$ cat src/rtl/fifo_flags.sv
// fifo_flags: synchronous FIFO with registered read data and flags decoded from the registered count.
// Optional FIFO_ERROR_STICKY_EN: error latches until reset instead of pulsing for one cycle.
module fifo_flags #(
  parameter int WIDTH = 12,
  parameter int DEPTH = 8,
  parameter int AF_TH = 6,
  parameter int AE_TH = 1
) (
  input  logic                     clk,
  input  logic                     reset,
  input  logic                     push,
  input  logic [WIDTH-1:0]         data_in,
  input  logic                     pop,
  output logic [WIDTH-1:0]         data_out,
  output logic                     full,
  output logic                     empty,
  output logic                     almost_full,
  output logic                     almost_empty,
  output logic                     error,
  output logic [$clog2(DEPTH):0]   count
);
  localparam int AW = $clog2(DEPTH);
  localparam int CW = AW + 1;

  logic [WIDTH-1:0] mem [DEPTH];
  logic [AW-1:0]    wr_ptr, rd_ptr;
  logic             pop_ok, push_ok, err_ev;

  assign full         = (count == CW'(DEPTH));
  assign empty        = (count == '0);
  assign almost_full  = (count >= CW'(AF_TH));
  assign almost_empty = (count <= CW'(AE_TH));

  // A push into a full FIFO is only legal when a pop frees a slot on the same edge.
  assign pop_ok  = pop & ~empty;
  assign push_ok = push & (~full | pop_ok);
  assign err_ev  = (push & ~push_ok) | (pop & ~pop_ok);

  always_ff @(posedge clk)
    if (push_ok) mem[wr_ptr] <= data_in;

  always_ff @(posedge clk or negedge reset) begin
    if (!reset) begin
      wr_ptr   <= '0;
      rd_ptr   <= '0;
      count    <= '0;
      data_out <= '0;
      error    <= 1'b0;
    end else begin
      if (push_ok) wr_ptr <= wr_ptr + AW'(1);
      if (pop_ok) begin
        data_out <= mem[rd_ptr];
        rd_ptr   <= rd_ptr + AW'(1);
      end
      if (push_ok & ~pop_ok)      count <= count + CW'(1);
      else if (pop_ok & ~push_ok) count <= count - CW'(1);
`ifdef FIFO_ERROR_STICKY_EN
      error <= error | err_ev;
`else
      error <= err_ev;
`endif
    end
  end
endmodule

$ cat config.mk
export PLATFORM = sky130hd
export DESIGN_NAME = fifo_flags
export DESIGN_NICKNAME = d
export VERILOG_FILES = /design/src/rtl/fifo_flags.sv
export SDC_FILE = /design/constraint.sdc
export NUM_CORES = 1
export LEC_CHECK = 0
export BUFFER_PORTS_ARGS = -buffer_cell sky130_fd_sc_hd__buf_2
export CAP_MARGIN = 20
export CORE_ASPECT_RATIO = 0.9
export CORE_MARGIN = 2
export CORE_UTILIZATION = 59
export CTS_CLUSTER_SIZE = 30
export DETAILED_ROUTE_END_ITERATION = 12
export GPL_ROUTABILITY_DRIVEN = 0
export PLACE_DENSITY_LB_ADDON = 0.3
export SKIP_LAST_GASP = 1
export SYNTH_ARGS = -nofsm -noshare
export SYNTH_HDL_FRONTEND = slang
export SYNTH_SLANG_ARGS = --single-unit
$ cat constraint.sdc
create_clock -name clk -period 3 [get_ports clk]
set_input_delay 0.6 -clock clk [delete_from_list [all_inputs] [get_ports clk]]
set_output_delay 0.6 -clock clk [all_outputs]
set_load 0.01 [all_outputs]
Word level (Yosys, flattened, before mapping)
Memory sizes are Yosys's and may differ from the RTL's. A register that Yosys moved wholly into a read port is not among the register bits. Index checks and enable logic that the tools add are counted. Widths: inputs -> output; s select.

Output and inout bits: 21. Register bits after elaboration: 11. Memories: 1. RAM bits: 96. Bits of input ports: 16.

Order comparisons: 2. Muxes and demuxes: 4. Add/subtract/negate cells: 4. Bitwise logic cells: 12. Equality and inequality tests: 1. Reductions and logical operators: 3.

Memories: mem (depth 8, bits a word 12, rd ports 1, clocked after Yosys merged registers in 1, wr ports 1, RTL line 25) `logic [WIDTH-1:0] mem [DEPTH];`.

Operators with widths (count): $mux 4 (2); $add 3x1->3 const B (2); $and 1x1->1 (6); $add 4x1->4 const B (1); $eq 4x4->1 const B (1); $ge 4x3->1 const B (1); $le 4x1->1 const B (1); $logic_not 4->1 (1); $not 1->1 (4); $sub 4x1->4 const B (1); $mux 1 (2); $or 1x1->1 (2); $reduce_bool 2->1 (1); $logic_not 1->1 (1).

Longest topological paths before layout
Depth in word-level cells: 9. Gate-level depth with buffers: 10.

Worst setup path after synthesis
Ideal clock, no wire load.

Path type: register to register. Start: reg count[0]. End: reg count[3]. Data arrival time: 2.431 ns. Clock period less this slack: 2.510 ns. Data required time: 2.920 ns. Slack: 0.490 ns. Setup time: 0.080 ns. Stages on the path, launching flop included: 11. Cells stage by stage: dfrtp_1 -> inv_1 -> ha_1 -> nor3b_4 -> nand2b_1 -> buf_4 -> buf_6 -> ha_1 -> or4_4 -> a21oi_2 -> xor2_1.

Longest elaborated chain between the ends: 8. Elaborated cells between the ends (all ways): 16.

Ends and longest elaborated chain: from (decl) (RTL line 20) `output logic [$clog2(DEPTH):0] count`; from (signal assigned) (RTL line 55) `if (push_ok & ~pop_ok) count <= count + CW'(1);`; from (signal assigned) (RTL line 56) `else if (pop_ok & ~push_ok) count <= count - CW'(1);`; $logic_not 4->1 (RTL line 30) `assign empty = (count == '0);`; $not 1->1 (RTL line 35) `assign pop_ok = pop & ~empty;`; $and 1x1->1 (RTL line 35); $or 1x1->1 (RTL line 36) `assign push_ok = push & (~full | pop_ok);`; $and 1x1->1 (RTL line 36); $not 1->1 (RTL line 56); $and 1x1->1 (RTL line 56); $reduce_bool 2->1 (no line).

Parallel ways exist; a longest one is shown, timed or not. The select of a mux whose other input is x is not followed. A chain may end at the register's enable or synchronous reset.

Final worst setup path
Start: reg count[0]. End: out empty.

Longest elaborated chain between the ends: 1.

Ends and longest elaborated chain: $logic_not 4->1 (RTL line 30); to (decl) (RTL line 16) `output logic empty,`.

Every way passes these cells.

==> flow_summary_export.csv <==
group,metric,value,unit
global_routing,grt_pass1_wl,15.1,mm
finish,diodes,0,
global_routing,antenna_found_initial,0,
worst_setup_path,cp_max_fo,15,
route,wl_per_cell,20.9,um
yosys,synth-simple-area-share,0.0394,
flow_run,drv_cap,0,
cts,cts_hold_buf,0,
die,coreArea,8070,um2
cts,cts_resized,0,
yosys,yosys_warnings,0,
route,drtIter0Drc,221,
global_routing,grt_max_degree,24,
cts,clock_latency,0.51,ns
power,power_density,1040,nW/um2
sta,fin_crit_sh,0.920,
sta,finClkSkew,0.00871,ns
route,vias_per_cell,5.97,
yosys,synthDistinctLibCells,32,
route,dr.pass1.iters,4,
finish,fill_cells,518,
sta,drv_slew,0,
cts,cts.sinks,119,
yosys,synth.largest_area_cell,"edfxtp_1",
worst_setup_path,cp_cell_sequence,"inv_1 -> ha_1 -> nor3b_4 -> buf_2",
yosys,synth_compound_area_frac,0.0839,
worst_setup_path,r2r_slack,0.59,ns
worst_setup_path,r2r_start,"count[0]",
yosys,synth_top_area_frac,0.589,
cts,htreeDepth,4,
worst_setup_path,crit_path_end_kind,"output pin",
die,die_w,100,um
worst_setup_path,rr_worst_depth,8,
route,detail-route-antenna-nets,0,
sta,period_minus_slack,2.76,ns
worst_setup_path,arrival,2.16,ns
yosys,seq_area_frac_synth,0.707,
worst_hold_path,holdCritPathClass,"input pin to asynchronous set/reset pin",
cts,post_cts_buffers,0,
finish,num-nets-final,368,
die,initial_utilization,0.606,
finish,drive_gt1_frac,0.319,
global_routing,grt_pass1_vias,2774,
sta,max_freq,362,MHz
place,hpwlAfterDp,5.96,mm
finish,final_util,0.717,
sta,slew_headroom,0.582,
yosys,synth_area,4890,um2
route,vias,2722,
place,io_buffer_count,36,
route,drcViolationCount,0,
sta,max_slew.worst_pin.slew,0.627,ns
global_routing,grt_usage,0.233,
worst_setup_path,slowest_delay,0.58,ns
sta,finalHoldViolations,0,
sta,setup_tns,0,ns
cts,cts_buffer_depth,2,
die,ios,37,
sta,rsz0062_at_grt,"false",
worst_setup_path,crit_type,"flip-flop to output pin",
yosys,yosys.area_share.adder,0.0205,
sta,finalSetupViolCount,0,
yosys,synth_nets,313,
cts,cts_buffers,17,
cts,cts-root-buf,"clkbuf_8",
yosys,synth_area_leaders,"edfxtp_1 59%, dfrtp_1 12%, mux2i_1 5.1%",
worst_setup_path,r2r-end,"count[2]",
power,ir_drop,0.692,mV
global_routing,overflow,0,
finish,multi_input_area,1330,um2
finish,areaGrowthSynthToFinish,18.3,%
die,rows,31,
yosys,syn_inst,289,
die,die-area,9040,um2
worst_setup_path,required,2.40,ns
outcome,status,"complete, no violations",
yosys,synth-xor-area-share,0.0143,
yosys,synth_mux_area_frac,0.111,
worst_setup_path,crit_slowest_cell,"nor3b_4",
route,routed_wl,9.55,mm
yosys,synth.avg_cell_area,16.9,um2
finish,seqCellArea,3460,um2
yosys,synth_seq_cells,119,
die,fp.dieH,90.4,um
yosys,synth_top_family_by_area,"multiplexers",
cts,clk_transition_reported_paths,0.06,ns
worst_setup_path,cp-start-kind,"flip-flop",
power,p_leak,2.18,nW
cts,cts_tree,"done",
-- kinds of logic after synthesis --
| logic type | after synthesis |
|---|---|
| flops | 119 |
| compound gates | 52 |
| mux | 51 |
| simple gates | 32 |
| buf+inv | 19 |
| xor+xnor | 8 |
| fa+ha+maj | 8 |
-- per-layer routing --
| metal | track usage | share of wire | up-vias | wire length (um) |
|---|---|---|---|---|
| li1 | - | - | 1238 | - |
| met1 | 0.306 | 0.43 | 1386 | 4140 |
| met2 | 0.358 | 0.49 | 86 | 4710 |
| met3 | 0.0743 | 0.062 | 12 | 594 |
| met4 | 0.107 | 0.012 | 0 | 115 |
| met5 | 0 | 0 | - | 0 |
-- power breakdown --
group	switching, mW	internal (mW)	total [mW]
Clock	0.727	1.19	1.91
Sequential	0.283	2.15	2.43
Combinational	0.924	0.764	1.69
-- metrics by stage --
stage | cells | worst slack (ns) | instance area (um2) | total power, mW | hold WS, ns
CTS | 456 | 0.244 | 5790 | 6.07 | 0.0612
global placement | 424 | 0.697 | 5220 | 4.08 | 0.514
global route | 456 | 0.0844 | 5790 | 6.31 | 0.0814
floorplan | 289 | 0.490 | 4890 | 3.61 | 0.304
detailed placement | 424 | 0.620 | 5220 | 4.15 | 0.520
finish | 456 | 0.241 | 5790 | 6.03 | 0.0621
-- critical path: cells and delay by family (launching register included) --
kind / cells / cell delay [ns]
flops: 1 / 0.46
buf+inv: 2 / 0.39
simple gates: 1 / 0.58
fa+ha+maj: 1 / 0.22
-- sequential cells by signal (all words and copies together), names as in the netlist --
name      flops
mem          96
wr_ptr        3
rd_ptr        3
data_out     12
count         4
error         1
-- cells in the mapped netlist, drive strengths merged --
library cell	count
nor2	9
xnor2	5
nand3b	2
and3b	1
o21ai	14
a21oi	1
mux2	26
inv	4
nand4	1
buf	9
nor2b	1
nand4bb	1
dfrtp	23
nand2b	5
a22o	12
nand3	2
ha	8
mux2i	25
nor3	3
nor3b	1
o31ai	12
o22ai	12
clkbuf	6
a21boi	1
xor2	3
nand2	5
or4	1
edfxtp	96
-- worst max-delay path by stage --
stage | startpoint | to | slack [ns] | depth (start not counted)
floorplan | count[0] | count[3] | 0.49 | 10
global placement | count[0] | count[3] | 0.70 | 8
detailed placement | count[0] | count[3] | 0.62 | 8
CTS | count[0] | empty | 0.24 | 4
global route | count[0] | empty | 0.08 | 4
finish | count[0] | empty | 0.24 | 4
-- placed cells by master, fill, tap and decap left out, types with 9 or more instances in the layout --
cell type,count
a22o_1,12
buf_2,36
buf_4,15
clkbuf_16,16
dfrtp_1,22
edfxtp_1,96
mux2_1,12
mux2_2,14
mux2i_1,25
nor2_1,9
o21ai_0,14
o22ai_1,12
o31ai_2,10
-- final cells by class --
| cell class | count | area share |
|---|---|---|
| clock buffers | 18 | 0.0722 |
| well taps | 99 | 0.0214 |
| clock inverters | 14 | 0.0260 |
| flip-flops and latches | 119 | 0.598 |
| multi-input cells | 151 | 0.229 |
| repair buffers | 51 | 0.0506 |
| inverters | 4 | 0.00260 |
No activity file was read; power rests on OpenSTA's default activity.
